--- src/rtl/alu_if.sv ---
// Byte-serial operand/result bus for the alu coprocessor.
// valid/ready semantics: the master raises valid for one cycle with X on
// `in` and the opcode on `op_codes`; the following cycle `in` carries Y.
// valid is only honoured while the slave is idle. The slave answers with
// ready high for exactly two consecutive cycles, low result byte first and
// then the high byte, and holds `o` at zero whenever ready is low.
// dbg_state mirrors the slave FSM state for observation.
interface alu_if;
  logic [7:0] in;
  logic [1:0] op_codes;
  logic       valid;
  logic [7:0] o;
  logic       ready;
  logic [2:0] dbg_state;

  modport master (
    output in, op_codes, valid,
    input  o, ready, dbg_state
  );

  modport slave (
    input  in, op_codes, valid,
    output o, ready, dbg_state
  );
endinterface

--- src/rtl/alu.sv ---
// Multi-cycle 8-bit ALU: add, sub, signed Booth multiply and unsigned
// restoring divide. Operands arrive as two bytes, the 16-bit result leaves
// as two bytes (low then high) while ready is high.
// Optional macro ALU_BUSY_EN adds a `busy` output that is high from
// operand acceptance until the result has been fully presented.
module alu (
  input  logic clk,
  input  logic rst,
`ifdef ALU_BUSY_EN
  output logic busy,
`endif
  alu_if.slave bus
);

  typedef enum logic [2:0] {
    IDLE   = 3'd0,
    LOAD_Y = 3'd1,
    EXEC   = 3'd2,
    OUT_LO = 3'd3,
    OUT_HI = 3'd4
  } state_t;

  localparam logic [1:0] OP_ADD = 2'b00;
  localparam logic [1:0] OP_SUB = 2'b01;
  localparam logic [1:0] OP_MUL = 2'b10;
  localparam logic [1:0] OP_DIV = 2'b11;

  state_t     r_state, w_state_nxt;
  logic [7:0] r_x, w_x_nxt;
  logic [1:0] r_op, w_op_nxt;
  logic [7:0] r_a, w_a_nxt;
  logic [7:0] r_q, w_q_nxt;
  logic       r_q1, w_q1_nxt;
  logic [7:0] r_m, w_m_nxt;
  logic [2:0] r_cnt, w_cnt_nxt;
  logic [7:0] r_hi, w_hi_nxt;
  logic [7:0] r_o, w_o_nxt;
  logic       r_ready, w_ready_nxt;

  // Add/sub results (bit 8 is carry for add, borrow for sub).
  logic [8:0] w_add;
  logic [8:0] w_sub;

  // One Booth iteration: conditional add/sub of M, then arithmetic shift.
  logic [7:0] w_booth_sum;
  logic [7:0] w_booth_a;
  logic [7:0] w_booth_q;
  logic       w_booth_q1;

  // One restoring-divide iteration on a 9-bit shifted partial remainder so
  // divisors above 127 never lose the top bit.
  logic [8:0] w_div_sh;
  logic       w_div_neg;
  logic [7:0] w_div_a;
  logic [7:0] w_div_q;

  // Single-step arithmetic shared by all operations.
  always_comb begin
    w_add = {1'b0, r_x} + {1'b0, r_m};
    w_sub = {1'b0, r_x} - {1'b0, r_m};

    case ({r_q[0], r_q1})
      2'b01:   w_booth_sum = r_a + r_m;
      2'b10:   w_booth_sum = r_a - r_m;
      default: w_booth_sum = r_a;
    endcase
    w_booth_a  = {w_booth_sum[7], w_booth_sum[7:1]};
    w_booth_q  = {w_booth_sum[0], r_q[7:1]};
    w_booth_q1 = r_q[0];

    w_div_sh  = {r_a, r_q[7]};
    w_div_neg = (w_div_sh < {1'b0, r_m});
    if (w_div_neg) begin
      w_div_a = w_div_sh[7:0];
      w_div_q = {r_q[6:0], 1'b0};
    end else begin
      w_div_a = w_div_sh[7:0] - r_m;
      w_div_q = {r_q[6:0], 1'b1};
    end
  end

  // Next-state, datapath update and next registered output values.
  always_comb begin
    w_state_nxt = r_state;
    w_x_nxt     = r_x;
    w_op_nxt    = r_op;
    w_a_nxt     = r_a;
    w_q_nxt     = r_q;
    w_q1_nxt    = r_q1;
    w_m_nxt     = r_m;
    w_cnt_nxt   = r_cnt;
    w_hi_nxt    = r_hi;
    w_o_nxt     = 8'h00;
    w_ready_nxt = 1'b0;

    case (r_state)
      IDLE: begin
        if (bus.valid == 1'b1) begin
          w_x_nxt     = bus.in;
          w_op_nxt    = bus.op_codes;
          w_state_nxt = LOAD_Y;
        end
      end

      LOAD_Y: begin
        w_m_nxt     = bus.in;
        w_a_nxt     = 8'h00;
        w_q1_nxt    = 1'b0;
        w_cnt_nxt   = 3'd0;
        w_q_nxt     = ((r_op == OP_MUL) || (r_op == OP_DIV)) ? r_x : 8'h00;
        w_state_nxt = EXEC;
      end

      EXEC: begin
        case (r_op)
          OP_ADD: begin
            w_o_nxt     = w_add[7:0];
            w_hi_nxt    = {7'b0, w_add[8]};
            w_ready_nxt = 1'b1;
            w_state_nxt = OUT_LO;
          end
          OP_SUB: begin
            w_o_nxt     = w_sub[7:0];
            w_hi_nxt    = {7'b0, w_sub[8]};
            w_ready_nxt = 1'b1;
            w_state_nxt = OUT_LO;
          end
          OP_MUL: begin
            w_a_nxt   = w_booth_a;
            w_q_nxt   = w_booth_q;
            w_q1_nxt  = w_booth_q1;
            w_cnt_nxt = r_cnt + 3'd1;
            if (r_cnt == 3'd7) begin
              w_o_nxt     = w_booth_q;
              w_hi_nxt    = w_booth_a;
              w_ready_nxt = 1'b1;
              w_state_nxt = OUT_LO;
            end
          end
          default: begin
            w_a_nxt   = w_div_a;
            w_q_nxt   = w_div_q;
            w_cnt_nxt = r_cnt + 3'd1;
            if (r_cnt == 3'd7) begin
              // Divide by zero still runs all iterations, then reports
              // an all-ones quotient and the dividend as remainder.
              if (r_m == 8'h00) begin
                w_o_nxt  = 8'hFF;
                w_hi_nxt = r_x;
              end else begin
                w_o_nxt  = w_div_q;
                w_hi_nxt = w_div_a;
              end
              w_ready_nxt = 1'b1;
              w_state_nxt = OUT_LO;
            end
          end
        endcase
      end

      OUT_LO: begin
        w_o_nxt     = r_hi;
        w_ready_nxt = 1'b1;
        w_state_nxt = OUT_HI;
      end

      OUT_HI: begin
        w_state_nxt = IDLE;
      end

      default: begin
        w_state_nxt = IDLE;
      end
    endcase
  end

  // State, datapath and output registers; reset clears everything at once.
  always_ff @(posedge clk or negedge rst) begin
    if (!rst) begin
      r_state <= IDLE;
      r_x     <= 8'h00;
      r_op    <= 2'b00;
      r_a     <= 8'h00;
      r_q     <= 8'h00;
      r_q1    <= 1'b0;
      r_m     <= 8'h00;
      r_cnt   <= 3'd0;
      r_hi    <= 8'h00;
      r_o     <= 8'h00;
      r_ready <= 1'b0;
    end else begin
      r_state <= w_state_nxt;
      r_x     <= w_x_nxt;
      r_op    <= w_op_nxt;
      r_a     <= w_a_nxt;
      r_q     <= w_q_nxt;
      r_q1    <= w_q1_nxt;
      r_m     <= w_m_nxt;
      r_cnt   <= w_cnt_nxt;
      r_hi    <= w_hi_nxt;
      r_o     <= w_o_nxt;
      r_ready <= w_ready_nxt;
    end
  end

`ifdef ALU_BUSY_EN
  logic r_busy;

  // Busy tracks every non-idle state, registered like the other outputs.
  always_ff @(posedge clk or negedge rst) begin
    if (!rst) begin
      r_busy <= 1'b0;
    end else begin
      r_busy <= (w_state_nxt != IDLE);
    end
  end

  assign busy = r_busy;
`endif

  assign bus.o         = r_o;
  assign bus.ready     = r_ready;
  assign bus.dbg_state = r_state;

endmodule

--- src/flat_wrapper.sv ---
// flat-port wrapper written by rule: the top's interface ports become plain ports
module alu_flat 
  (clk, rst, bus_in, bus_op_codes, bus_valid, bus_o, bus_ready, bus_dbg_state);
  alu_if bus_i ();
  input  logic clk;
  input  logic rst;
  input wire logic [$bits(bus_i.in)-1:0] bus_in;
  input wire logic [$bits(bus_i.op_codes)-1:0] bus_op_codes;
  input wire logic [$bits(bus_i.valid)-1:0] bus_valid;
  output wire logic [$bits(bus_i.o)-1:0] bus_o;
  output wire logic [$bits(bus_i.ready)-1:0] bus_ready;
  output wire logic [$bits(bus_i.dbg_state)-1:0] bus_dbg_state;
  assign bus_i.in = bus_in;
  assign bus_i.op_codes = bus_op_codes;
  assign bus_i.valid = bus_valid;
  assign bus_o = bus_i.o;
  assign bus_ready = bus_i.ready;
  assign bus_dbg_state = bus_i.dbg_state;
  alu u_core (.clk(clk), .rst(rst), .bus(bus_i));
endmodule
--- config.mk ---
export PLATFORM = sky130hd
export DESIGN_NAME = alu_flat
export DESIGN_NICKNAME = d
export VERILOG_FILES = /design/src/rtl/alu_if.sv /design/src/rtl/alu.sv /design/src/flat_wrapper.sv
export SDC_FILE = /design/constraint.sdc
export NUM_CORES = 1
export LEC_CHECK = 0
export BUFFER_PORTS_ARGS = -buffer_cell sky130_fd_sc_hd__buf_4
export CELL_PAD_IN_SITES_DETAIL_PLACEMENT = 1
export CELL_PAD_IN_SITES_GLOBAL_PLACEMENT = 2
export CORE_MARGIN = 2
export CORE_UTILIZATION = 39
export CTS_CLUSTER_SIZE = 12
export DETAILED_ROUTE_END_ITERATION = 10
export PLACE_DENSITY = 0.93
export SLEW_MARGIN = 20
export SYNTH_ARGS = -nofsm -noshare
export SYNTH_HDL_FRONTEND = slang
export SYNTH_SLANG_ARGS = --single-unit
export TNS_END_PERCENT = 1
--- constraint.sdc ---
create_clock -name clk -period 3.2 [get_ports clk]
set_input_delay 0.48 -clock clk [delete_from_list [all_inputs] [get_ports clk]]
set_output_delay 0.48 -clock clk [all_outputs]
set_load 0.01 [all_outputs]
### After elaboration in Yosys (flattened, before gate mapping)

Cells that the tools add are included.

| word-level totals | value |
|---|---|
| register bits after elaboration | 58 |
| latch bits | 0 |
| RAM bits | 0 |
| memory bits (read-only) | 0 |
| input bits | 13 |
| output and inout port bits | 12 |
| memories kept | 0 |

| operators by class | value |
|---|---|
| add/sub/neg operators | 6 |
| multipliers | 0 |
| divide/modulo/power cells | 0 |
| $lt $le $gt $ge | 1 |
| equal/unequal tests | 14 |
| shifts and indexed selects | 0 |
| multiplexer cells | 28 |
| bitwise operators | 0 |
| reductions and logical operators | 12 |

Operators with widths:

| kind | number |
|---|---|
| 8-bit case mux with 2 select lines | 6 |
| 8-bit 2-to-1 mux | 8 |
| 8-bit case mux with 3 select lines | 2 |
| 8-bit subtractor | 2 |
| 3-bit 2-to-1 mux | 4 |
| 3-bit case mux with 4 select lines | 1 |
| 8-bit by 8-bit adder with 9-bit output | 1 |
| 9-bit by 8-bit less-than comparator with 1-bit output | 1 |
| 8-bit by 8-bit subtractor with 9-bit output | 1 |
| 8-bit adder | 1 |
| 8-bit zero test | 1 |
| 2-bit AND reduction | 4 |
| 2-bit equality test (second input constant) | 3 |
| 3-bit by 2-bit equality test with 1-bit output (second input constant) | 2 |
| 2-bit != test (second input constant) | 3 |
| 3-bit case mux with 2 select lines | 1 |
| 2-bit by 1-bit equality test with 1-bit output (second input constant) | 2 |
| 1-bit 2-to-1 mux | 4 |
| 1-bit case mux with 2 select lines | 2 |
| 3-bit by 1-bit adder with 3-bit output (second input constant) | 1 |
| 3-bit by 1-bit equality test with 1-bit output (second input constant) | 1 |
| 3-bit equality test (second input constant) | 1 |
| 3-bit zero test | 1 |
| 3-bit by 2-bit != test with 1-bit output (second input constant) | 1 |
| other kinds (7) | 7 |

### Longest topological paths before layout

| logic depth | value |
|---|---|
| depth after elaboration | 6 |
| gate-level depth with buffers | 12 |
| gate-level depth less buffers | 12 |

### Worst setup path after synthesis

No wires, ideal clock.

| path | value |
|---|---|
| kind | flip-flop to flip-flop |
| start point | register u_core.r_m[1] |
| end point | register u_core.r_hi[5] |
| library setup time | 0.126 ns |
| arrival | 2.536 ns |
| required time | 3.074 ns |
| path slack | 0.538 ns |
| cell stages (with the launch flop) | 12 |
| period minus slack after synthesis | 2.662 ns |
| cells stage by stage | dfrtp_1 > inv_1 > ha_1 > mux2_2 > fa_1 > nor2b_1 > o21ai_0 > a21oi_1 > o21a_1 > o31a_1 > o22ai_1 > a221o_1 |

| between the ends | value |
|---|---|
| longest elaborated chain between the ends | 5 |

Ends and longest elaborated chain:

| item | RTL line | RTL |
|---|---|---|
| start, declared | alu.sv:34 | `logic [7:0] r_m, w_m_nxt;` |
| start signal, assigned | alu.sv:198 | `r_m <= w_m_nxt;` |
| 8-bit subtractor or 9-bit by 8-bit less-than comparator with 1-bit output (tied branches) | alu.sv:77, alu.sv:72 |  |
| 8-bit 2-to-1 mux | alu.sv:73 | `if (w_div_neg) begin` |
| 8-bit 2-to-1 mux | alu.sv:147 | `if (r_m == 8'h00) begin` |
| 8-bit 2-to-1 mux | alu.sv:144 | `if (r_cnt == 3'd7) begin` |
| 8-bit case mux with 3 select lines (*) | alu.sv:115 | `case (r_op)` |
| end signal, assigned | alu.sv:200 | `r_hi <= w_hi_nxt;` |
| end, declared | alu.sv:36 | `logic [7:0] r_hi, w_hi_nxt;` |

Mark *: on every way between the ends. The rest lies on a longest branch, timed or not. The select of a mux whose other input is x is not followed.
A chain may end at the register's enable or synchronous reset.

### Worst setup path after layout

| path | value |
|---|---|
| start point | register u_core.r_q[0] |
| end point | register u_core.r_hi[5] |

| between the ends | value |
|---|---|
| longest elaborated chain between the ends | 4 |

Ends and longest elaborated chain:

| item | RTL line | RTL |
|---|---|---|
| start, declared | alu.sv:32 | `logic [7:0] r_q, w_q_nxt;` |
| start signal, assigned | alu.sv:196 | `r_q <= w_q_nxt;` |
| 2-bit equality test or 2-bit by 1-bit equality test with 1-bit output (tied branches) | alu.sv:62 | `case ({r_q[0], r_q1})` |
| 8-bit case mux with 2 select lines (*) | alu.sv:62 |  |
| 8-bit 2-to-1 mux (*) | alu.sv:133 | `if (r_cnt == 3'd7) begin` |
| 8-bit case mux with 3 select lines (*) | alu.sv:115 |  |

Marked as above.

==> flow_summary.rst <==
.. list-table::
   :header-rows: 1

   * - Metric
     - Value
   * - Worst Path Required
     - 3.44 ns
   * - Aggregate routed wire length
     - 14,200 microns
   * - Total clock buffers created by CTS
     - 9
   * - Post-synthesis sequential element count
     - 58
   * - Relative slew slack
     - 0.437
   * - Routability congestion estimate
     - 0.865
   * - Starting Density
     - 0.402
   * - Launch point of the worst reg-to-reg path
     - u_core.r_q[0]
   * - Die span in x
     - 110 microns
   * - Adder and majority gate portion of the synthesized area
     - 0.121
   * - Xor-xnor portion of the synthesized cell area
     - 0.0400
   * - Cell with the largest stage delay on the worst path
     - dfrtp_1
   * - Combined area of all synthesized cells
     - 4380 sq um
   * - Layout net count
     - 571
   * - Number of global-route vias before repair
     - 4,204
   * - Number of warning messages in the yosys log
     - 0
   * - GRT overflow
     - 0
   * - Setup repair bufs after CTS
     - 0
   * - Setup tns final
     - 0 ns
   * - Wire length per cell
     - 21.4 microns
   * - Synthesized net count
     - 550
   * - Max-cap violations
     - 0
   * - Part of the cycle the worst path needs
     - 0.932
   * - # placed instances
     - 647
   * - # fillers
     - 1,271
   * - Post-synthesis sequential area ratio
     - 0.332
   * - Number of nets with antenna violations after routing
     - 0
   * - CP Data Arrival Time
     - 3.22 ns
   * - Yosys top cell area share
     - 0.332
   * - Maximum number of pins on one net before global-route repair
     - 59
   * - Worst path bufs/invs
     - 0
   * - Hold Path Class
     - input pin to asynchronous set/reset pin
   * - Hold Violations, Final
     - 0
   * - Actual transition at the worst max-transition pin
     - 0.838 ns
   * - Final Slew Violations
     - 0
   * - Total vias in the final route
     - 3,941
   * - Clock period minus final worst setup slack
     - 2.98 ns
   * - Antenna Diode Count
     - 0
   * - Flip-flop cell with the highest count after synthesis
     - dfrtp_1
   * - Unrepaired setup endpoints after global routing
     - no
   * - Unique cell type count in the Yosys netlist
     - 64
   * - Startpoint of the most critical setup path
     - u_core.r_q[0]
   * - Mean Syn Cell Area
     - 8.81 sq um
   * - Placed wire-length estimate after detailed placement
     - 10,600 microns
   * - Clock-pin slew of the registers on the worst-case setup and hold paths
     - 0.08 ns
   * - Sink count of the clock tree
     - 58
   * - Synth Area in Compound Gates
     - 0.250
   * - Floorplan row count
     - 38
   * - Setup Skew
     - 0.00974 ns
   * - Clock insertion delay at the later pin of the skew report
     - 0.35 ns
   * - Top cell family by delay on the critical path
     - compound AO/OA/AOI/OAI gates
   * - Simple-gate share of the synthesized area
     - 0.158
   * - Dominant combinational cell family by area after synthesis
     - compound AO/OA/AOI/OAI gates
   * - Cell type with the highest aggregate area in the netlist
     - dfrtp_1
   * - Synth Instances
     - 497
   * - Peak per-stage delay on the critical path
     - 0.44 ns
   * - I/O Buffers
     - 24
   * - Maximum fanout encountered on the critical timing path
     - 7
   * - R2R Path End
     - u_core.r_hi[5]
   * - First-iteration detailed-routing DRC count
     - 261
   * - Antenna violations before repair
     - 0
   * - Cell depth of the worst setup path
     - 10
   * - Fraction of layout instances using a drive strength above 1
     - 0.138
   * - Commonest non-fill, non-tap cells in the layout
     - nand2_1, dfrtp_1, o21ai_0, ha_1, buf_4
   * - Via density per instance
     - 5.95
   * - Endpoint of the most critical setup path
     - u_core.r_hi[5]
   * - Cell breakdown of the critical path
     - ha_1, mux2_2, fa_1, nor2b_1, o21ai_0, a21oi_1, o21a_1, o31a_1, o22ai_1, a221o_1
   * - Global routing usage summed across all routing layers
     - 0.251
   * - Multiplexer share of the synthesized area
     - 0.0532
   * - Area growth from synthesis to final layout
     - 13.0%
   * - First-pass detailed-route iteration total
     - 5
   * - Cell types with the largest area share after synthesis
     - dfrtp_1, ha_1, nand2_1
   * - Most common cell after layout, fill and taps aside
     - nand2_1
   * - Share of flip-flops with an asynchronous set or reset
     - 1.00
   * - CTS tree
     - built
   * - Drc violations
     - 0
   * - Non-filler instance count after layout
     - 662
   * - Floorplan die area
     - 12,100 sq um
   * - Depth of the worst register-to-register path
     - 10
   * - Critical path startpoint category
     - register
   * - IO Pins
     - 25
   * - Core region area
     - 10,900 sq um
   * - Worst reg-to-reg setup slack
     - 0.22 ns
   * - Level count of the clock H-tree
     - 3
   * - Status
     - finished, final reports clean
   * - Wire length of the first global-routing pass
     - 22,700 microns
   * - Final design utilization
     - 0.454
   * - Library cell used as clock root buffer
     - clkbuf_8
   * - Maximum achievable frequency
     - 335 MHz
   * - Kind of end point of the critical path
     - register
   * - Number of synthesized flops with an enable pin
     - 0
   * - Longest Clk Path Bufs
     - 2
   * - Final setup fails
     - 0
   * - Die height
     - 110 microns
   * - Critical path class
     - register to register
## layer usage
| metal | global-route usage | vias up | routed length [microns] |
|---|---|---|---|
| met4 | 0.0886 | 0 | 383 |
| met1 | 0.342 | 1953 | 6390 |
| li1 | - | 1833 | - |
| met2 | 0.401 | 122 | 6680 |
| met3 | 0.0415 | 33 | 725 |
| met5 | 0 | - | 0 |
## worst min path at each step
stage	cells past startpoint	startpoint	end
after CTS	1	rst	u_core.r_hi[6]
after detailed placement	1	u_core.r_hi[1]	u_core.r_hi[1]
after floorplan	0	rst	u_core.bus.dbg_state[0]
after global placement	1	u_core.r_hi[1]	u_core.r_hi[1]
final	1	rst	u_core.r_a[4]
after global routing	1	rst	u_core.r_a[4]
## cell families (layout without fill, tap and decap cells)
group,Yosys count,after routing
adders and majority gates,40,40
xor gates and xnor gates,20,20
buffers and inverters,52,77
and+or+nand+nor,146,146
DFF,58,58
muxes,22,22
AOI/OAI and AO/OA,159,159
## sequential cells by signal, indices dropped and copies added (netlist names)
signal,cells
u_core.bus.o,8
u_core.r_a,8
u_core.r_hi,8
u_core.r_m,8
u_core.r_q,8
u_core.r_x,8
u_core.bus.dbg_state,3
u_core.r_cnt,3
u_core.r_op,2
u_core.bus.ready,1
u_core.r_q1,1
## area by class of cell
| class | count | area (sq um) | share of cell area |
|---|---|---|---|
| Clock buffer | 10 | 138 | 0.0278 |
| Clock inverter | 5 | 78.8 | 0.0159 |
| Inverter | 26 | 97.6 | 0.0197 |
| Multi-Input combinational cell | 387 | 2730 | 0.553 |
| Sequential cell | 58 | 1450 | 0.294 |
| Tap cell | 140 | 175 | 0.0354 |
| Timing Repair Buffer | 36 | 270 | 0.0547 |
## per-stage QoR
step	setup WS (ns)	hold WS [ns]	instance area, sq um
final	0.219	0.194	4940
after CTS	0.186	0.230	4940
after floorplan	0.538	0.184	4380
after global placement	0.313	0.499	4730
after global routing	0.000892	0.241	4940
after detailed placement	0.194	0.505	4730
## Yosys cell counts, types with 11 or more instances
cell type	instances
mux2i_1	12
clkbuf_1	20
inv_1	25
o21ai_0	41
nor2_1	33
nor3_1	11
dfrtp_1	58
ha_1	36
nand2_1	64
a21oi_1	28
xnor2_1	15
a21o_1	12
## worst register-to-register path: cells and delay by family, from the launching register on
family | cells | cell delay [ns]
AOI/OAI and AO/OA | 6 | 1.00
adders and majority gates | 2 | 0.82
DFF | 1 | 0.44
muxes | 1 | 0.42
and+or+nand+nor | 1 | 0.17
## repair_timing
action                                  in CTS  in global routing
hold endpoints to repair                     0                  0
hold buffers                                 0                  0
gates resized for setup                      0                  2
endpoints found under the setup margin       0                  5
Power is left out: the tool's default activity adds up to more than one toggle a clock period on the data nets, which glitch-free logic cannot reach.
